$ cat config.mk
export PLATFORM = sky130hd
export DESIGN_NAME = muldiv_unit
export DESIGN_NICKNAME = d
export VERILOG_FILES = /design/src/rtl/muldiv_unit.sv
export SDC_FILE = /design/constraint.sdc
export NUM_CORES = 1
export LEC_CHECK = 0
export BUFFER_PORTS_ARGS = -buffer_cell sky130_fd_sc_hd__clkbuf_2
export CAP_MARGIN = 20
export CORE_ASPECT_RATIO = 0.8
export CORE_UTILIZATION = 30
export DETAILED_ROUTE_END_ITERATION = 10
export GPL_TIMING_DRIVEN = 0
export PLACE_DENSITY = 0.44
export SLEW_MARGIN = 0
export SYNTH_ARGS = -nofsm -noshare
export SYNTH_HDL_FRONTEND = slang
export SYNTH_SLANG_ARGS = --single-unit
$ cat constraint.sdc
create_clock -name clk_i -period 8 [get_ports clk_i]
set_input_delay 0 -clock clk_i [delete_from_list [all_inputs] [get_ports clk_i]]
set_output_delay 0 -clock clk_i [all_outputs]
set_load 0.05 [all_outputs]
$ cat src/rtl/muldiv_unit.sv
// Iterative multiply/divide unit: shift-add multiply and restoring divide, one bit per cycle.
// Optional multiply-accumulate (MADD/MSUB) is enabled by defining MULDIV_ACCUMULATE_EN.
module muldiv_unit #(
  parameter int WIDTH = 32
) (
  input  logic               clk_i,
  input  logic               rst_i,
  input  logic               start_i,
  input  logic               annul_i,
  input  logic [2:0]         op_i,
  input  logic [WIDTH-1:0]   a_i,
  input  logic [WIDTH-1:0]   b_i,
  input  logic [2*WIDTH-1:0] acc_i,
  output logic               busy_o,
  output logic               ready_o,
  output logic [2*WIDTH-1:0] result_o,
  output logic               div_by_zero_o
);

  localparam int CW = $clog2(WIDTH);
  localparam int W2 = 2 * WIDTH;

  typedef enum logic [1:0] {IDLE, MUL, DIV, DONE} state_t;

  state_t          state_q, state_d;
  logic [CW-1:0]   cnt_q, cnt_d;
  logic [W2-1:0]   work_q, work_d;
  logic [W2-1:0]   mcand_q, mcand_d;
  logic [W2-1:0]   result_q, result_d;
  logic [WIDTH-1:0] opb_q, opb_d;
  logic            qneg_q, qneg_d;
  logic            rneg_q, rneg_d;
  logic            dbz_q, dbz_d;

  logic [2:0]      op_eff;
  logic            is_div, is_uns, a_neg, b_neg;
  logic [WIDTH-1:0] a_mag, b_mag;
  logic [W2-1:0]   prod_nxt, prod_sgn, mul_res;
  logic [WIDTH:0]  shifted, diff;
  logic [WIDTH-1:0] rem_nxt, quo_nxt;
  logic [W2-1:0]   div_res;

`ifdef MULDIV_ACCUMULATE_EN
  logic [W2-1:0]   acc_q, acc_d;
  logic            accum_q, accum_d, sub_q, sub_d;
  assign op_eff  = op_i;
  assign mul_res = accum_q ? (sub_q ? acc_q - prod_sgn : acc_q + prod_sgn) : prod_sgn;
`else
  logic            unused_cfg;
  assign unused_cfg = ^{op_i[2], acc_i};
  assign op_eff  = {1'b0, op_i[1:0]};
  assign mul_res = prod_sgn;
`endif

  // 11x is MSUB when accumulate is enabled, so divide requires op[2]==0
  assign is_div = op_eff[1] & ~op_eff[2];
  assign is_uns = op_eff[0];
  assign a_neg  = ~is_uns & a_i[WIDTH-1];
  assign b_neg  = ~is_uns & b_i[WIDTH-1];
  assign a_mag  = a_neg ? -a_i : a_i;
  assign b_mag  = b_neg ? -b_i : b_i;

  assign prod_nxt = work_q + (opb_q[0] ? mcand_q : '0);
  assign prod_sgn = qneg_q ? -prod_nxt : prod_nxt;

  // work_q holds {remainder, dividend/quotient} during a divide
  assign shifted = {work_q[W2-1:WIDTH], work_q[WIDTH-1]};
  assign diff    = shifted - {1'b0, opb_q};
  assign rem_nxt = diff[WIDTH] ? shifted[WIDTH-1:0] : diff[WIDTH-1:0];
  assign quo_nxt = {work_q[WIDTH-2:0], ~diff[WIDTH]};
  assign div_res = {(rneg_q ? -rem_nxt : rem_nxt), (qneg_q ? -quo_nxt : quo_nxt)};

  always_comb begin
    state_d  = state_q;
    cnt_d    = cnt_q;
    work_d   = work_q;
    mcand_d  = mcand_q;
    opb_d    = opb_q;
    qneg_d   = qneg_q;
    rneg_d   = rneg_q;
    result_d = result_q;
    dbz_d    = dbz_q;
`ifdef MULDIV_ACCUMULATE_EN
    acc_d    = acc_q;
    accum_d  = accum_q;
    sub_d    = sub_q;
`endif
    case (state_q)
      IDLE: begin
        if (start_i && !annul_i) begin
          cnt_d   = CW'(WIDTH - 1);
          opb_d   = b_mag;
          qneg_d  = a_neg ^ b_neg;
          rneg_d  = a_neg;
          mcand_d = {{WIDTH{1'b0}}, a_mag};
`ifdef MULDIV_ACCUMULATE_EN
          acc_d   = acc_i;
          accum_d = op_eff[2];
          sub_d   = op_eff[1];
`endif
          if (is_div) begin
            work_d  = {{WIDTH{1'b0}}, a_mag};
            state_d = DIV;
          end else begin
            work_d  = '0;
            state_d = MUL;
          end
        end
      end
      MUL: begin
        if (annul_i) begin
          state_d = IDLE;
        end else begin
          work_d  = prod_nxt;
          mcand_d = mcand_q << 1;
          opb_d   = opb_q >> 1;
          if (cnt_q == '0) begin
            state_d  = DONE;
            result_d = mul_res;
            dbz_d    = 1'b0;
          end else begin
            cnt_d = cnt_q - CW'(1);
          end
        end
      end
      DIV: begin
        if (annul_i) begin
          state_d = IDLE;
        end else if (opb_q == '0) begin
          state_d  = DONE;
          result_d = '0;
          dbz_d    = 1'b1;
          cnt_d    = '0;
        end else begin
          work_d = {rem_nxt, quo_nxt};
          if (cnt_q == '0) begin
            state_d  = DONE;
            result_d = div_res;
            dbz_d    = 1'b0;
          end else begin
            cnt_d = cnt_q - CW'(1);
          end
        end
      end
      DONE:    state_d = IDLE;
      default: state_d = IDLE;
    endcase
  end

  always_ff @(posedge clk_i or posedge rst_i) begin
    if (rst_i) begin
      state_q  <= IDLE;
      cnt_q    <= '0;
      work_q   <= '0;
      mcand_q  <= '0;
      opb_q    <= '0;
      qneg_q   <= 1'b0;
      rneg_q   <= 1'b0;
      result_q <= '0;
      dbz_q    <= 1'b0;
`ifdef MULDIV_ACCUMULATE_EN
      acc_q    <= '0;
      accum_q  <= 1'b0;
      sub_q    <= 1'b0;
`endif
    end else begin
      state_q  <= state_d;
      cnt_q    <= cnt_d;
      work_q   <= work_d;
      mcand_q  <= mcand_d;
      opb_q    <= opb_d;
      qneg_q   <= qneg_d;
      rneg_q   <= rneg_d;
      result_q <= result_d;
      dbz_q    <= dbz_d;
`ifdef MULDIV_ACCUMULATE_EN
      acc_q    <= acc_d;
      accum_q  <= accum_d;
      sub_q    <= sub_d;
`endif
    end
  end

  assign busy_o        = (state_q != IDLE);
  assign ready_o       = (state_q == DONE);
  assign result_o      = result_q;
  assign div_by_zero_o = dbz_q;

endmodule

**Word level (Yosys, flattened, before mapping)**

Index checks and enable logic that the tools add are counted.

- Bits in registers: 234
- Bits of input ports: 135
- Logic and storage cells: 89

- Add/subtract/negate cells: 8
- Equality and inequality tests: 9
- Multiplexer cells: 43
- Bitwise gates (word level): 5
- Reduce and logical (&&, ||, !) cells: 15

Operators by type and width:

| operator | count |
|---|---|
| $mux 64 | 13 |
| $mux 32 | 8 |
| $pmux 64 s2 | 2 |
| $pmux 64 s3 | 1 |
| $neg 32->32 | 4 |
| $add 64x64->64 | 1 |
| $neg 64->64 | 1 |
| $pmux 32 s2 | 1 |
| $sub 33x32->33 | 1 |
| $logic_not 32->1 | 1 |
| $mux 5 | 5 |
| $pmux 5 s3 | 1 |
| $mux 2 | 6 |
| $ne 2x2->1 const B | 5 |
| $reduce_and 5->1 | 2 |
| $pmux 2 s4 | 1 |
| $reduce_and 3->1 | 2 |
| $reduce_bool 2->1 | 3 |
| $logic_not 5->1 | 1 |
| $sub 5x1->5 const B | 1 |
| $eq 2x2->1 const B | 2 |
| $mux 1 | 4 |
| $reduce_and 4->1 | 1 |
| $ne 3x3->1 const B | 1 |
| other kinds (10) | 12 |

**Logic depth before layout (Yosys ltp)**

- Word-level depth: 8
- Gate-level depth with buffers: 26
- Depth with buffers taken out: 24

**Worst setup path before layout**

OpenSTA, ideal clock, no wires.

- Kind: register to register
- Start: register opb_q[0]
- End: register result_q[51] (netlist: result_o[51])
- Library setup time: 126 ps
- Arrival: 5065 ps
- Data required time: 7874 ps
- Slack: 2809 ps
- Stages on the path, launching flop included: 19
- Period minus slack after synthesis: 5191 ps
- Cells stage by stage: dfrtp_1 > clkbuf_1 > clkbuf_1 > and2_1 > ha_1 > buf_6 > a21o_1 > a31oi_1 > a21boi_1 > or3_1 > a2111oi_4 > or4b_4 > or4_1 > clkbuf_2 > nand3b_4 > or3_1 > o31a_1 > xnor2_1 > a221o_1

- Word-level cells in the longest chain between the ends: 8

RTL lines:

| what | RTL line | source |
|---|---|---|
| start: declaration | 30 | `logic [WIDTH-1:0] opb_q, opb_d;` |
| start signal: assignment | 171 | `opb_q <= opb_d;` |
| parallel branches: the longest is 8 deep, another holds $add 64x64->64 | - |  |
| end signal: assignment | 174 | `result_q <= result_d;` |
| end: declaration | 29 | `logic [W2-1:0] result_q, result_d;` |

Parallel ways; which one is timed is not known. The select of a mux whose other input is x is not followed.
A chain may end at the register's enable or synchronous reset.

**Worst setup path after layout**

- Start: register opb_q[0]
- End: register result_q[56] (netlist: result_o[56])

The elaborated chain is that of the path after synthesis.

==> summary.md <==
| Metric | Value |
|---|---|
| Combined area of all synthesized cells | 23000 um2 |
| Share of layout cells above drive strength 1 | 8.27% |
| Routability cong. | 0.979 |
| Peak clock frequency supported by timing | 0.129 GHz |
| DRT antenna net count | 0 |
| Die boundary width | 312 um |
| Avg Cell Area, Syn | 7.40 um2 |
| Cell taking the most area after synthesis | sky130_fd_sc_hd__dfrtp_1 |
| Standard-cell rows | 90 |
| Sequential share of the synthesized area | 25.4% |
| HP Class | input pin to flop |
| Pin count of the biggest net entering global routing | 119 |
| Hold Fails Final Rpt | 0 |
| Layout overhead on the synthesized area | 17.7% |
| Number of library cell types mapped by synthesis | 98 |
| Placed standard-cell area | 25100 um2 |
| Post-synth EDFFs | 0 |
| Library cell with the highest instance count after synthesis | sky130_fd_sc_hd__nand2_1 |
| Grt ovf | 0 |
| DRC violation count after routing | 0 |
| Effective utilization at floorplan | 30.4% |
| Routed wire length per instance | 28.1 um |
| Slack of the worst reg-to-reg path | 0.28 ns |
| # setup viols final | 0 |
| Category of the most critical setup path | flop to flop |
| Critical path fanouts, max | 15 |
| Depth of the most critical reg-to-reg path | 17 |
| Largest vdd supply drop | 255 uV |
| Worst slew pin tran | 1.26 ns |
| Area share of the largest cell type after synthesis | 25.4% |
| Compound-Gate Fraction of Synth Area | 29.6% |
| Core area | 75700 um2 |
| Number of cells traversed by the worst hold path | 7 |
| Outcome | complete, no violations |
| Xor/xnor share of the synthesized area | 8.94% |
| Post-synth net total | 3351 |
| R2r startpoint | opb_q[0]$_DFFE_PP0P_ |
| Final instance area | 27100 um2 |
| Worst hold path startpoint | a_i[1] |
| Total routed wirelength | 124000 um |
| Startpoint kind of the worst setup timing path | flop |
| Count of state elements after synthesis | 234 |
| Worst setup slack after placement | -0.122 ns |
| Number of buffers created by CTS | 31 |
| Wire length of the first global-routing pass | 176000 um |
| Setup Fix Bufs, Post-CTS | 0 |
| Aggregate negative setup slack | 0 ns |
| Maximum root-to-sink buffer count | 3 |
| Pwr dens | 395 nW/um2 |
| Combined global-route utilization of all metal layers | 30.7% |
| First-iteration detailed-routing DRC count | 3187 |
| CTS Root Buffer Type | sky130_fd_sc_hd__clkbuf_16 |
| Leading post-synthesis cells by instance count | sky130_fd_sc_hd__nand2_1, sky130_fd_sc_hd__o21ai_0, sky130_fd_sc_hd__a21oi_1 |
| Number of antenna violations at the first check in global routing | 3 |
| Num Clock Sinks | 234 |
| Adder-Cell Fraction of Synth Area | 5.88% |
| Setup repair after global routing missed its margin | false |
| Via count | 26.6k |
| Vertical die dimension | 250 um |
| WP data required | 8.57 ns |
| Clock slew at the register clock pins of the worst setup and hold paths | 0.07 ns |
| Ys Warns | 0 |
| Detailed-routing iteration count for the pre-antenna-repair pass | 5 |
| Most area-consuming cells after synthesis | sky130_fd_sc_hd__dfrtp_1, sky130_fd_sc_hd__nand2_1, sky130_fd_sc_hd__o21ai_0 |
| Number of max-capacitance violations reported | 0 |
| Number of global-route vias before repair | 24.4k |
| Io pins | 202 |
| Main combinational cell family by area after synthesis | compound AO/OA/AOI/OAI gates |
| Portion of netlist area occupied by mux cells | 1.16% |
| Final period util | 96.6% |
| Clock tree from TritonCTS | built |
| R2R Path End | result_o[56]$_DFFE_PP0P_ |
| Most frequently used flop master after synthesis | sky130_fd_sc_hd__dfrtp_1 |
| H-tree levels | 1 |
| Final core area utilization | 35.8% |
| Worst-Skew Late Latency | 0.65 ns |
| Kind of end point of the critical path | flop |
| Final Skew | 0.0215 ns |
| Simple-gate share of the synthesized area | 24.2% |
| Port bufs | 136 |
| Pleak | 11.2 nW |
| Rel. slew slack | 15.7% |
| Min Clock Period, post-route | 7.72 ns |
| Full die area | 77800 um2 |
| Final-report max-slew violation count | 0 |
| Final #Nets | 3616 |
| Hpwl dp | 99500 um |
| Average via count per standard cell | 6.02 |
| Fraction of registers with async set or reset after synthesis | 100% |
| Fin worst setup slack | 0.275 ns |
| Synthesized instance count | 3109 |
| Endpoint of the worst hold-timing path | mcand_q[1]$_DFFE_PP0P_ |
| Arr. time, crit path | 8.30 ns |
-- cell type report --
class	count	area (um2)
Sequential cell	234	5860
Antenna cell	6	15.0
Clock buffer	42	867
Clock inverter	16	235
Inverter	88	338
Multi-Input combinational cell	2591	16100
Buffer	196	782
Timing Repair Buffer	232	1650
Tap cell	1012	1270
Fill cell	8141	48600
-- layer usage --
layer	vias to the layer above	share of wire, %	GRT usage, %
li1	11900	-	-
met1	13200	49	48.5
met2	1369	38	41.1
met3	115	11	8.08
met4	2	1.7	5.03
met5	-	0.0097	0
-- cell usage in the layout (no fill, tap or decap), drive strengths merged, types with 37 or more instances in the layout --
| cell | count |
|---|---|
| a22oi | 37 |
| xnor2 | 117 |
| xor2 | 117 |
| ha | 105 |
| nor3 | 77 |
| dfrtp | 234 |
| nand4 | 44 |
| nor4 | 39 |
| o21ai | 333 |
| inv | 87 |
| nand2 | 461 |
| clkbuf | 336 |
| nor2 | 224 |
| and2 | 80 |
| o221ai | 37 |
| o21a | 60 |
| a21oi | 257 |
| nand3 | 73 |
| o31ai | 41 |
| dlygate4sd3 | 82 |
| buf | 50 |
-- where the power goes --
part           internal (W)  switching, W  total (W)
Combinational       0.00191       0.00503    0.00694
Sequential          0.00162      0.000576    0.00219
Clock              0.000921      0.000646    0.00157
-- registers in the layout, indices dropped and copies added, names as in the netlist --
name / flops
opb_q: 32
mcand_q: 64
result_o: 64
state_q: 2
qneg_q: 1
cnt_q: 5
rneg_q: 1
div_by_zero_o: 1
work_q: 64
-- timing repair --
action                                  CTS  global route
endpoints found under the setup margin   12            24
hold endpoints to repair                329             0
hold buffers                             82             0
gates resized for setup                   1             9
-- worst max-delay path, stage by stage (launching register included) --
cell	delay, ns
sky130_fd_sc_hd__dfrtp_1	0.54
sky130_fd_sc_hd__clkdlybuf4s15_1	0.84
sky130_fd_sc_hd__clkbuf_2	0.56
sky130_fd_sc_hd__and2_1	0.28
sky130_fd_sc_hd__ha_1	0.25
sky130_fd_sc_hd__buf_2	0.21
sky130_fd_sc_hd__and3_1	0.25
sky130_fd_sc_hd__a221oi_2	0.71
sky130_fd_sc_hd__xnor2_1	0.36
sky130_fd_sc_hd__nor4_1	0.75
sky130_fd_sc_hd__nand3b_2	0.26
sky130_fd_sc_hd__or4_4	0.63
sky130_fd_sc_hd__or4b_1	0.52
sky130_fd_sc_hd__buf_2	0.23
sky130_fd_sc_hd__o41ai_1	0.45
sky130_fd_sc_hd__xor2_1	0.12
sky130_fd_sc_hd__o221ai_1	0.49
sky130_fd_sc_hd__o21a_1	0.19
-- stage by stage --
stage | cells | hold slack, ns | power [W]
4_1_cts | 4406 | 0.0337 | 0.0104
5_1_grt | 4411 | 0.0800 | 0.0112
3_3_place_gp | 4257 | 0.310 | 0.00875
2_1_floorplan | 3109 | 0.0958 | 0.00624
3_5_place_dp | 4266 | -0.00787 | 0.00879
6_report | 4417 | 0.0499 | 0.0107
-- how the worst max path moves through the flow --
stage,startpoint,depth (start not counted),to
2_1_floorplan,rst_i,1,cnt_q[0]$_DFFE_PP0P_
3_3_place_gp,rst_i,2,mcand_q[44]$_DFFE_PP0P_
3_5_place_dp,opb_q[0]$_DFFE_PP0P_,16,result_o[62]$_DFFE_PP0P_
4_1_cts,opb_q[0]$_DFFE_PP0P_,18,result_o[53]$_DFFE_PP0P_
5_1_grt,opb_q[0]$_DFFE_PP0P_,18,result_o[56]$_DFFE_PP0P_
6_report,opb_q[0]$_DFFE_PP0P_,17,result_o[56]$_DFFE_PP0P_
-- cells by family (layout without fill, tap and decap cells) --
| family | count (synthesis) | in the layout |
|---|---|---|
| buf+inv | 284 | 574 |
| other cells | 0 | 6 |
| flops | 234 | 234 |
| simple gates | 1162 | 1162 |
| mux | 26 | 26 |
| compound gates | 1062 | 1062 |
| xor+xnor | 234 | 234 |
| fa+ha+maj | 107 | 107 |
Note: power is estimated with default switching activity, not from simulation.
